## src/rtl/axi_protocol_monitor.sv

```systemverilog
// Passive AXI link checker. It watches AW/W/B/AR/R and flags handshake-stability, 4KB-crossing,
// WLAST/beat-count and outstanding-count violations through pulse, sticky, first-error and count outputs.
module axi_protocol_monitor #(
    parameter int ID_WIDTH        = 4,
    parameter int ADDR_WIDTH      = 32,
    parameter int DATA_WIDTH      = 32,
    parameter int LEN_WIDTH       = 8,
    parameter int SIZE_WIDTH      = 3,
    parameter int BURST_WIDTH     = 2,
    parameter int MAX_OUTSTANDING = 8,
    parameter int CNT_WIDTH       = 16
) (
    input  logic                    clk,
    input  logic                    rst,
    input  logic [10:0]             chk_en,
    input  logic                    clr,
    input  logic [ID_WIDTH-1:0]     awid,
    input  logic [ADDR_WIDTH-1:0]   awaddr,
    input  logic [LEN_WIDTH-1:0]    awlen,
    input  logic [SIZE_WIDTH-1:0]   awsize,
    input  logic [BURST_WIDTH-1:0]  awburst,
    input  logic                    awvalid,
    input  logic                    awready,
    input  logic [DATA_WIDTH-1:0]   wdata,
    input  logic [DATA_WIDTH/8-1:0] wstrb,
    input  logic                    wlast,
    input  logic                    wvalid,
    input  logic                    wready,
    input  logic [ID_WIDTH-1:0]     bid,
    input  logic [1:0]              bresp,
    input  logic                    bvalid,
    input  logic                    bready,
    input  logic [ID_WIDTH-1:0]     arid,
    input  logic [ADDR_WIDTH-1:0]   araddr,
    input  logic [LEN_WIDTH-1:0]    arlen,
    input  logic [SIZE_WIDTH-1:0]   arsize,
    input  logic [BURST_WIDTH-1:0]  arburst,
    input  logic                    arvalid,
    input  logic                    arready,
    input  logic [ID_WIDTH-1:0]     rid,
    input  logic [DATA_WIDTH-1:0]   rdata,
    input  logic [1:0]              rresp,
    input  logic                    rlast,
    input  logic                    rvalid,
    input  logic                    rready,
    output logic [10:0]             err_pulse,
    output logic [10:0]             err_status,
    output logic [3:0]              first_err,
    output logic                    first_vld,
    output logic [CNT_WIDTH-1:0]    err_count
);

    localparam int PTR_W  = $clog2(MAX_OUTSTANDING);
    localparam int OUT_W  = PTR_W + 1;
    localparam int DONE_W = OUT_W + 2;
    localparam int BEAT_W = LEN_WIDTH + 1;
    localparam int AX_W   = ID_WIDTH + ADDR_WIDTH + LEN_WIDTH + SIZE_WIDTH + BURST_WIDTH;
    localparam int WP_W   = DATA_WIDTH + DATA_WIDTH / 8 + 1;
    localparam logic [BURST_WIDTH-1:0] BURST_INCR = BURST_WIDTH'(1);
    localparam logic [OUT_W-1:0]       OUT_MAX    = OUT_W'(MAX_OUTSTANDING);

    logic unused_bus;
    assign unused_bus = ^{bid, bresp, rid, rdata, rresp};

    logic aw_hs, w_hs, wlast_hs, b_hs, ar_hs, r_hs, rlast_hs;
    assign aw_hs    = awvalid & awready;
    assign w_hs     = wvalid & wready;
    assign wlast_hs = w_hs & wlast;
    assign b_hs     = bvalid & bready;
    assign ar_hs    = arvalid & arready;
    assign r_hs     = rvalid & rready;
    assign rlast_hs = r_hs & rlast;

    // Stability: payload captured at the end of any stalled cycle, compared in the next one
    logic [AX_W-1:0] ar_pay, ar_pay_q, aw_pay, aw_pay_q;
    logic [WP_W-1:0] w_pay, w_pay_q;
    logic            ar_pend_q, aw_pend_q, w_pend_q;
    assign ar_pay = {arid, araddr, arlen, arsize, arburst};
    assign aw_pay = {awid, awaddr, awlen, awsize, awburst};
    assign w_pay  = {wdata, wstrb, wlast};

    logic err_ar_stab, err_aw_stab, err_w_stab;
    assign err_ar_stab = ar_pend_q & (~arvalid | (ar_pay != ar_pay_q));
    assign err_aw_stab = aw_pend_q & (~awvalid | (aw_pay != aw_pay_q));
    assign err_w_stab  = w_pend_q  & (~wvalid  | (w_pay  != w_pay_q));

    function automatic logic crosses_4k(input logic [ADDR_WIDTH-1:0] addr,
                                        input logic [LEN_WIDTH-1:0]  len,
                                        input logic [SIZE_WIDTH-1:0] size);
        logic [ADDR_WIDTH:0] bytes;
        logic [ADDR_WIDTH:0] last;
        bytes = {{(ADDR_WIDTH + 1 - LEN_WIDTH){1'b0}}, len} + {{ADDR_WIDTH{1'b0}}, 1'b1};
        bytes = bytes << size;
        last  = {1'b0, addr} + bytes - {{ADDR_WIDTH{1'b0}}, 1'b1};
        return last[ADDR_WIDTH:12] != {1'b0, addr[ADDR_WIDTH-1:12]};
    endfunction

    logic err_ar_4k, err_aw_4k;
    assign err_ar_4k = ar_hs & (arburst == BURST_INCR) & crosses_4k(araddr, arlen, arsize);
    assign err_aw_4k = aw_hs & (awburst == BURST_INCR) & crosses_4k(awaddr, awlen, awsize);

    // AW length FIFO and W beat tracking
    logic [LEN_WIDTH-1:0] fifo_q [MAX_OUTSTANDING];
    logic [PTR_W-1:0]     rd_ptr_q, wr_ptr_q;
    logic [OUT_W-1:0]     fifo_cnt_q;
    logic [BEAT_W-1:0]    beat_cnt_q;
    logic                 fifo_empty, fifo_full, have_head, do_push, do_pop;
    logic [LEN_WIDTH-1:0] head_len;
    logic [BEAT_W:0]      beat_nxt, head_nxt;

    assign fifo_empty = (fifo_cnt_q == '0);
    assign fifo_full  = (fifo_cnt_q == OUT_MAX);
    // An AW arriving into an empty FIFO is visible to a W in the same cycle
    assign have_head  = ~fifo_empty | aw_hs;
    assign head_len   = fifo_empty ? awlen : fifo_q[rd_ptr_q];
    assign beat_nxt   = {1'b0, beat_cnt_q} + {{BEAT_W{1'b0}}, 1'b1};
    assign head_nxt   = {2'b00, head_len} + {{BEAT_W{1'b0}}, 1'b1};
    assign do_push    = aw_hs & ~fifo_full & ~(wlast_hs & fifo_empty);
    assign do_pop     = wlast_hs & ~fifo_empty;

    logic err_wlast_early, err_wlast_late, err_aw_ovf;
    assign err_wlast_early = wlast_hs & have_head & (beat_nxt < head_nxt);
    assign err_wlast_late  = w_hs & ((have_head & ~wlast & (beat_nxt == head_nxt)) |
                                     (wlast & ~have_head));
    assign err_aw_ovf      = aw_hs & fifo_full;

    // Completed-write and outstanding-read counters
    logic [DONE_W-1:0] wr_done_q;
    logic [OUT_W-1:0]  rd_out_q;
    logic              done_inc, done_dec, rd_inc, rd_dec;
    logic err_b, err_r, err_ar_ovf;
    assign done_inc   = wlast_hs & ~(&wr_done_q);
    assign done_dec   = b_hs & ((wr_done_q != '0) | wlast_hs);
    assign err_b      = b_hs & (wr_done_q == '0) & ~wlast_hs;
    assign err_r      = r_hs & (rd_out_q == '0);
    assign err_ar_ovf = ar_hs & (rd_out_q == OUT_MAX);
    assign rd_inc     = ar_hs & ~(rd_out_q == OUT_MAX);
    assign rd_dec     = rlast_hs & (rd_out_q != '0);

    logic [10:0] pulse_d, status_d;
    logic [3:0]  first_d;
    logic        first_vld_d;
    logic [CNT_WIDTH-1:0] count_d;
    logic [3:0]  low_idx;
    logic [10:0] err_pulse_q, err_status_q;
    logic [3:0]  first_err_q;
    logic        first_vld_q;
    logic [CNT_WIDTH-1:0] err_count_q;

    assign pulse_d = {err_ar_ovf, err_aw_ovf, err_r, err_b, err_wlast_late, err_wlast_early,
                      err_aw_4k, err_ar_4k, err_w_stab, err_aw_stab, err_ar_stab} & chk_en;

    always_comb begin
        low_idx = '0;
        for (int i = 10; i >= 0; i--) begin
            if (pulse_d[i]) low_idx = 4'(i);
        end
        status_d    = err_status_q | pulse_d;
        first_d     = first_err_q;
        first_vld_d = first_vld_q;
        count_d     = err_count_q;
        if (clr) begin
            status_d    = pulse_d;
            first_d     = (|pulse_d) ? low_idx : 4'd0;
            first_vld_d = |pulse_d;
            count_d     = (|pulse_d) ? {{(CNT_WIDTH-1){1'b0}}, 1'b1} : '0;
        end else begin
            if (!first_vld_q && (|pulse_d)) begin
                first_d     = low_idx;
                first_vld_d = 1'b1;
            end
            if ((|pulse_d) && !(&err_count_q)) count_d = err_count_q + 1'b1;
        end
    end

    always_ff @(posedge clk) begin
        if (rst) begin
            ar_pend_q    <= 1'b0;
            aw_pend_q    <= 1'b0;
            w_pend_q     <= 1'b0;
            ar_pay_q     <= '0;
            aw_pay_q     <= '0;
            w_pay_q      <= '0;
            rd_ptr_q     <= '0;
            wr_ptr_q     <= '0;
            fifo_cnt_q   <= '0;
            beat_cnt_q   <= '0;
            wr_done_q    <= '0;
            rd_out_q     <= '0;
            err_pulse_q  <= '0;
            err_status_q <= '0;
            first_err_q  <= '0;
            first_vld_q  <= 1'b0;
            err_count_q  <= '0;
        end else begin
            ar_pend_q <= arvalid & ~arready;
            aw_pend_q <= awvalid & ~awready;
            w_pend_q  <= wvalid & ~wready;
            if (arvalid && !arready) ar_pay_q <= ar_pay;
            if (awvalid && !awready) aw_pay_q <= aw_pay;
            if (wvalid && !wready)   w_pay_q  <= w_pay;

            if (do_push) begin
                fifo_q[wr_ptr_q] <= awlen;
                wr_ptr_q         <= wr_ptr_q + 1'b1;
            end
            if (do_pop) rd_ptr_q <= rd_ptr_q + 1'b1;
            if (do_push && !do_pop)      fifo_cnt_q <= fifo_cnt_q + 1'b1;
            else if (do_pop && !do_push) fifo_cnt_q <= fifo_cnt_q - 1'b1;

            if (wlast_hs)                  beat_cnt_q <= '0;
            else if (w_hs && !(&beat_cnt_q)) beat_cnt_q <= beat_cnt_q + 1'b1;

            if (done_inc && !done_dec)      wr_done_q <= wr_done_q + 1'b1;
            else if (done_dec && !wlast_hs) wr_done_q <= wr_done_q - 1'b1;

            if (rd_inc && !rd_dec)      rd_out_q <= rd_out_q + 1'b1;
            else if (rd_dec && !rd_inc) rd_out_q <= rd_out_q - 1'b1;

            err_pulse_q  <= pulse_d;
            err_status_q <= status_d;
            first_err_q  <= first_d;
            first_vld_q  <= first_vld_d;
            err_count_q  <= count_d;
        end
    end

    assign err_pulse  = err_pulse_q;
    assign err_status = err_status_q;
    assign first_err  = first_err_q;
    assign first_vld  = first_vld_q;
    assign err_count  = err_count_q;

endmodule
```

## config.mk

```make
export PLATFORM = sky130hd
export DESIGN_NAME = axi_protocol_monitor
export DESIGN_NICKNAME = d
export VERILOG_FILES = /design/src/rtl/axi_protocol_monitor.sv
export SDC_FILE = /design/constraint.sdc
export NUM_CORES = 1
export LEC_CHECK = 0
export CAP_MARGIN = 0
export CORE_UTILIZATION = 50
export CTS_BUF_LIST = sky130_fd_sc_hd__clkbuf_8
export CTS_CLUSTER_DIAMETER = 200
export DETAILED_ROUTE_END_ITERATION = 8
export PLACE_DENSITY = 0.73
export SLEW_MARGIN = 20
export SYNTH_ARGS = -nofsm -noshare
export SYNTH_HDL_FRONTEND = slang
export SYNTH_SLANG_ARGS = --single-unit
```

## constraint.sdc

```tcl
create_clock -name clk -period 14.5 [get_ports clk]
set_clock_uncertainty 0.2 [all_clocks]
set_input_delay 2.9 -clock clk [delete_from_list [all_inputs] [get_ports clk]]
set_output_delay 2.9 -clock clk [all_outputs]
set_load 0.05 [all_outputs]
```

==> results of run 1 <==
-- sequential cells by signal, indices dropped and copies added, names as in the netlist, named ones only --
name        cells
beat_cnt_q      9
rd_out_q        4
fifo_cnt_q      4
ar_pend_q       1
ar_pay_q       49
first_vld       1
wr_done_q       6
fifo_q         64
w_pay_q        37
first_err       4
wr_ptr_q        3
w_pend_q        1
rd_ptr_q        3
aw_pay_q       49
err_pulse      11
err_status     11
err_count      16
aw_pend_q       1
-- final cells by class --
cell class / instances / area (um2)
clock inverter: 31 / 248
multi-input combinational: 1812 / 11600
clock buffer: 54 / 743
tap: 504 / 631
fill: 3227 / 14700
sequential: 277 / 6190
inverter: 156 / 586
timing repair buffer: 218 / 2180
-- power breakdown --
| group | internal [uW] | total (uW) | switching [uW] |
|---|---|---|---|
| clock network | 413 | 741 | 329 |
| registers | 824 | 854 | 30.1 |
| logic | 278 | 698 | 420 |
-- cell usage after synthesis (all sizes together), types with 13 or more instances --
| cell | count | area, um2 |
|---|---|---|
| xor2 | 97 | 850 |
| inv | 156 | 586 |
| mux4 | 16 | 360 |
| dfxtp | 213 | 4260 |
| nor3 | 35 | 175 |
| a21o | 30 | 225 |
| ha | 116 | 1450 |
| nor4 | 34 | 225 |
| and3 | 24 | 150 |
| clkbuf | 115 | 432 |
| nand3 | 37 | 185 |
| a21oi | 251 | 1260 |
| xnor2 | 110 | 963 |
| nand2 | 416 | 1560 |
| o21a | 21 | 158 |
| or3 | 21 | 131 |
| nand4 | 60 | 375 |
| a211oi | 16 | 120 |
| nor2b | 21 | 131 |
| mux2i | 31 | 310 |
| nor2 | 153 | 574 |
| o21ai | 95 | 479 |
| edfxtp | 64 | 1920 |
| nand2b | 16 | 100 |
| buf | 13 | 68.8 |
| a31oi | 16 | 100 |
-- logic make-up after synthesis --
family	after synthesis
AO/OA/AOI/OAI	565
buffers and inverters	284
AND/OR/NAND/NOR	868
adder cells (fa/ha/maj)	119
XOR/XNOR	207
flip-flops	277
multiplexers	53
-- critical path, delay by kind of cell --
kind                     cells  cell delay (ps)
AND/OR/NAND/NOR              7             1820
adder cells (fa/ha/maj)      2              680
buffers and inverters        2             1130
AO/OA/AOI/OAI               11             2930
-- how the worst max path moves through the flow --
stage	startpoint	end	slack (ps)	cells after the start
after floorplan	awlen[0]	err_count[7]$_SDFFE_PP0P_	6500	25
after global routing	arlen[0]	err_count[9]$_SDFFE_PP0P_	4990	24
after global placement	arlen[0]	err_count[12]$_SDFFE_PP0P_	4950	24
after CTS	awlen[1]	err_count[12]$_SDFFE_PP0P_	5580	22
after detailed placement	awlen[1]	err_count[12]$_SDFFE_PP0P_	4940	22
final	arsize[0]	err_count[12]$_SDFFE_PP0P_	5340	22
-- through the flow --
stage	power, uW	cells
after floorplan	1340	2373
after global placement	1540	2965
after detailed placement	1560	2966
after CTS	2300	3051
after global routing	2420	3052
final	2290	3052
-- per-layer routing --
| layer | wire length, um | up-vias | GRT usage [%] |
|---|---|---|---|
| met2 | 26400 | 586 | 48.3 |
| met5 | 34 | - | 0 |
| met3 | 3380 | 98 | 4.80 |
| met1 | 24700 | 8408 | 37.9 |
| met4 | 1740 | 4 | 10.1 |
| li1 | - | 8605 | - |
==> results.py, run 1 <==
metrics = {
    "place": {
        "numPortBuffers": 202,
        "place_congestion": 0.958,
        "place_area_um2": 21200,
        "hpwl_um": 42900,
        "place_ws_ps": 4940,
    },
    "sta": {
        "fin_setup_tns_ps": 0,
        "period_minus_slack_ps": 9160,
        "fmax_mhz": 109,
        "worstMarginPinSlew_ps": 1090,
        "setup_slack_ps": 5340,
        "hold_viol_final": 0,
        "holdWs_ps": 251,
        "rsz0062_at_grt": "no",
        "setup_viol": 0,
        "slew_violations": 0,
        "period_share_pct": 63.2,
        "slew_headroom_pct": 27.1,
    },
    "setup_path": {
        "crit_chain": "clkdlybuf4s50_1 -> nor2_1 -> a22o_1 -> a211oi_1 -> nor2_1 -> a21oi_1 -> a22oi_1 -> ha_1 -> inv_1 -> ha_1 -> a21oi_1 -> o21ai_0 -> a21oi_1 -> nand3_1 -> o2bb2ai_1 -> a2111oi_0 -> nand4_1 -> nor4_1 -> a21oi_1 -> or4_4 -> a41oi_1 -> nor3_1",
        "end_kind": "flip-flop",
        "critPathMostFrequentCell": "a21oi_1",
        "cp-start-kind": "input port",
        "slowest_stage": "clkdlybuf4s50_1",
        "arrival_ps": 9460,
        "crit_path_max_incr_delay_ps": 1090,
        "cp.required_ps": 14800,
        "r2r_end": "err_count[4]$_SDFFE_PP0P_",
        "crit_type": "input port to flip-flop",
        "r2r_slack_ps": 8940,
        "reg2regPathDepth": 17,
        "path_max_fanout": 25,
    },
    "clock_network": {
        "cts_tree": "done",
        "cts_buffers": 48,
        "clk_pin_slew_ps": 60,
        "htreeDepth": 2,
        "post_cts_buffers": 0,
        "clockBufferDepth": 3,
        "cts_resized": 0,
        "hold_buffers": 0,
        "clock_latency_ps": 620,
        "clock_sinks": 277,
        "clockRootBuffer": "clkbuf_8",
    },
    "logic_synthesis": {
        "synth_ff_type": "dfxtp_1",
        "yosys_warnings": 0,
        "synth_fp_nets": 2696,
        "synth_xor_area_share_pct": 9.62,
        "synth_compound_area_share_pct": 18.7,
        "yosys.area_share.simple_pct": 21.2,
        "synthAdderAreaFrac_pct": 8.02,
        "synth-edff-count": 64,
        "synth-async-reset-ratio_pct": 0,
        "syn-instance-count": 2373,
        "synth_top_family_by_area": "simple AND/OR/NAND/NOR gates",
        "ys_ff_latch": 277,
        "syn_area_um2": 18900,
        "seq_area_frac_synth_pct": 32.8,
        "synthMuxAreaShare_pct": 3.92,
        "syn_area_per_cell_um2": 7.94,
        "ys_types": 83,
    },
    "floorplanning": {
        "fp.dieH_um": 196,
        "die_w_um": 196,
        "start_util_pct": 51.1,
        "ioPinCount": 247,
        "rows": 70,
        "die-area_um2": 38500,
        "core-area_um2": 36900,
    },
    "final_layout": {
        "layout.nets": 2836,
        "area_growth_pct": 17.7,
        "final_common_cell": "nand2_1",
        "post-route-cell-area_um2": 22200,
        "final_cell_mix": "nand2_1 (416), a21oi_1 (249), dfxtp_1 (212)",
        "drive_gt1_share_pct": 5.34,
        "fin_util_pct": 60.2,
        "insertedDiodeCount": 0,
    },
    "drt": {
        "ant_nets": 0,
        "vias": 17700,
        "avgViaCountPerCell": 5.80,
        "routed_wl_um": 56300,
        "drt_iter0_drc": 1367,
        "drt_first_pass_iters": 6,
        "drc": 0,
        "wl_per_cell_um": 18.4,
    },
    "grt": {
        "grt_max_degree": 97,
        "overflow": 0,
        "grt_antenna_before_repair": 2,
        "grt_pass1_wl_um": 88800,
        "grt_pass1_vias": 16800,
        "grtUsageTotal_pct": 29.0,
    },
    "power": {
        "vdd_drop_max_mv": 0.0668,
        "power_per_cell_area_nw_per_um2": 103,
        "leakagePower_uw": 0.00885,
    },
    "worst_hold_path": {
        "hp-class": "flip-flop to flip-flop",
        "hold_path_end": "err_status[3]$_SDFF_PP0_",
        "hold_path_depth": 1,
        "hold_path.startpoint": "err_status[3]$_SDFF_PP0_",
    },
    "run_status": {
        "status": "finished clean",
    },
    "job": {
        "drv_cap": 0,
    },
}
No activity file was read; power rests on OpenSTA's default activity.
==> inputs of run 2 (changes only) <==
- PLACE_DENSITY: 0.73 -> 0.76
- clock period: 14.5 -> 8.1 ns (I/O delays scaled with it)
==> run 2 against run 1 <==
Net effect: routed wire length is 1.7% higher; via count hardly changed; first-iteration DRC count is 14% lower; cell count is 0.95% higher; combinational power is 82% higher; sequential power is 78% higher; critical path depth is 6 higher; worst hold slack worse by 1.5 ps; sequential cell count stayed put; critical path type unchanged; largest cell class unchanged; highest routed layer is now met4.
==> results.py, run 2 (synthesis results as in run 1) <==
metrics = {
    "grt": {
        "grt_pass1_wl_um": 90100,
        "grt_pass1_vias": 16900,
        "overflow": 0,
        "grt_max_degree": 111,
        "grt_antenna_before_repair": 0,
        "grtUsageTotal_pct": 29.6,
    },
    "floorplanning": {
        "core-area_um2": 36900,
        "rows": 70,
        "fp.dieH_um": 196,
        "die_w_um": 196,
        "die-area_um2": 38500,
        "ioPinCount": 247,
        "start_util_pct": 51.1,
    },
    "power": {
        "leakagePower_uw": 0.00898,
        "vdd_drop_max_mv": 0.145,
        "intPower_uw": 2710,
        "seq_power_share_pct": 37.0,
        "p_sw_uw": 1420,
        "pwr-share-comb_pct": 30.8,
        "power_per_cell_area_nw_per_um2": 184,
        "clockPowerShare_pct": 32.3,
        "swShare_pct": 34.4,
    },
    "sta": {
        "slew_headroom_pct": 30.4,
        "hold_viol_final": 0,
        "fmax_mhz": 134,
        "worstMarginPinSlew_ps": 1040,
        "setup_viol": 0,
        "period_minus_slack_ps": 7480,
        "period_share_pct": 92.3,
        "fin_setup_tns_ps": 0,
        "slew_violations": 0,
        "rsz0062_at_grt": "no",
    },
    "drt": {
        "ant_nets": 0,
        "drt_iter0_drc": 1181,
        "routed_wl_um": 57200,
        "wl_per_cell_um": 18.6,
        "drc": 0,
        "vias": 17700,
        "avgViaCountPerCell": 5.75,
        "drt_first_pass_iters": 5,
    },
    "place": {
        "numPortBuffers": 202,
        "hpwl_um": 44100,
        "place_congestion": 0.996,
    },
    "clock_network": {
        "clock_latency_ps": 640,
        "clockRootBuffer": "clkbuf_8",
        "clk_pin_slew_ps": 60,
        "cts_resized": 0,
        "cts_tree": "done",
        "clockBufferDepth": 3,
        "htreeDepth": 2,
        "hold_buffers": 0,
        "post_cts_buffers": 0,
        "cts_buffers": 49,
        "clock_sinks": 277,
    },
    "final_layout": {
        "top_regs": "fifo_q: 64 flops, ar_pay_q: 49 flops, aw_pay_q: 49 flops",
        "top_register": "fifo_q",
        "drive_gt1_share_pct": 6.44,
        "layout.nets": 2863,
        "largest_reg_flops": 64,
        "final_cell_mix": "nand2_1 (416), a21oi_1 (249), dfxtp_1 (213)",
        "insertedDiodeCount": 0,
        "fin_util_pct": 60.7,
        "final_common_cell": "nand2_1",
        "nFillCells": 3257,
        "area_growth_pct": 18.8,
    },
    "job": {
        "drv_cap": 0,
    },
    "setup_path": {
        "crit_type": "input port to flip-flop",
        "critPathMostFrequentCell": "a21oi_1",
        "cp.required_ps": 8420,
        "arrival_ps": 7800,
        "cp-start-kind": "input port",
        "crit_path_max_incr_delay_ps": 570,
        "slowest_stage": "clkdlybuf4s50_1",
        "end_kind": "flip-flop",
        "path_max_fanout": 20,
    },
    "run_status": {
        "status": "finished clean",
    },
    "worst_hold_path": {
        "hp-class": "flip-flop to flip-flop",
    },
}
==> run 2: power by group through the flow <==
| stage | logic [uW] | clock network (uW) | registers [uW] |
|---|---|---|---|
| final | 1270 | 1330 | 1520 |
| after global routing | 1400 | 1420 | 1530 |
| after CTS | 1260 | 1360 | 1520 |
| after detailed placement | 1250 | 0 | 1550 |
| after global placement | 1220 | 0 | 1550 |
| after floorplan | 827 | 0 | 1570 |
==> run 2: worst paths after layout <==
check                                 from                         to  slack (ps)  cells past startpoint
setup / recovery                  arlen[1]  first_err[2]$_SDFFE_PP0P_         620                     28
hold / removal    err_status[0]$_SDFF_PP0_   err_status[0]$_SDFF_PP0_         250                      1
setup reg to reg                 flip-flop  err_count[6]$_SDFFE_PP0P_        2450                     17
hold reg to reg   err_status[0]$_SDFF_PP0_   err_status[0]$_SDFF_PP0_         250                      1
==> run 2: area by class of cell <==
cell class	count	area (um2)	share of cell area, %
clock inverters	30	203	0.905
inverters	156	586	2.62
clock buffers	58	798	3.57
flip-flops and latches	277	6190	27.6
repair buffers	244	2370	10.6
multi-input cells	1812	11600	51.9
well taps	504	631	2.82
==> run 2: stage by stage <==
| stage | power (uW) | cell area (um2) | std cells | worst slack [ps] | hold slack (ps) |
|---|---|---|---|---|---|
| 2_1_floorplan | 2390 | 18900 | 2373 | 1380 | 236 |
| 4_1_cts | 4140 | 22400 | 3080 | 779 | 251 |
| 3_3_place_gp | 2770 | 21300 | 2991 | 228 | 236 |
| 5_1_grt | 4350 | 22400 | 3081 | 175 | 273 |
| 3_5_place_dp | 2800 | 21400 | 2992 | 135 | 239 |
| 6_report | 4130 | 22400 | 3081 | 625 | 249 |
==> run 2: metal layers <==
| layer | GRT usage (%) | wire [um] | up-vias |
|---|---|---|---|
| met4 | 9.64 | 1690 | 0 |
| met3 | 4.68 | 3000 | 105 |
| met1 | 37.9 | 25100 | 8415 |
| met5 | 0 | 0 | - |
| li1 | - | - | 8676 |
| met2 | 50.8 | 27500 | 519 |
==> run 2: worst max-delay path: cells and delay by family <==
kind,cells,cell delay (ps)
buffers and inverters,6,1440
AOI/OAI and AO/OA,11,2540
adders and majority gates,3,1010
and+or+nand+nor,8,1160
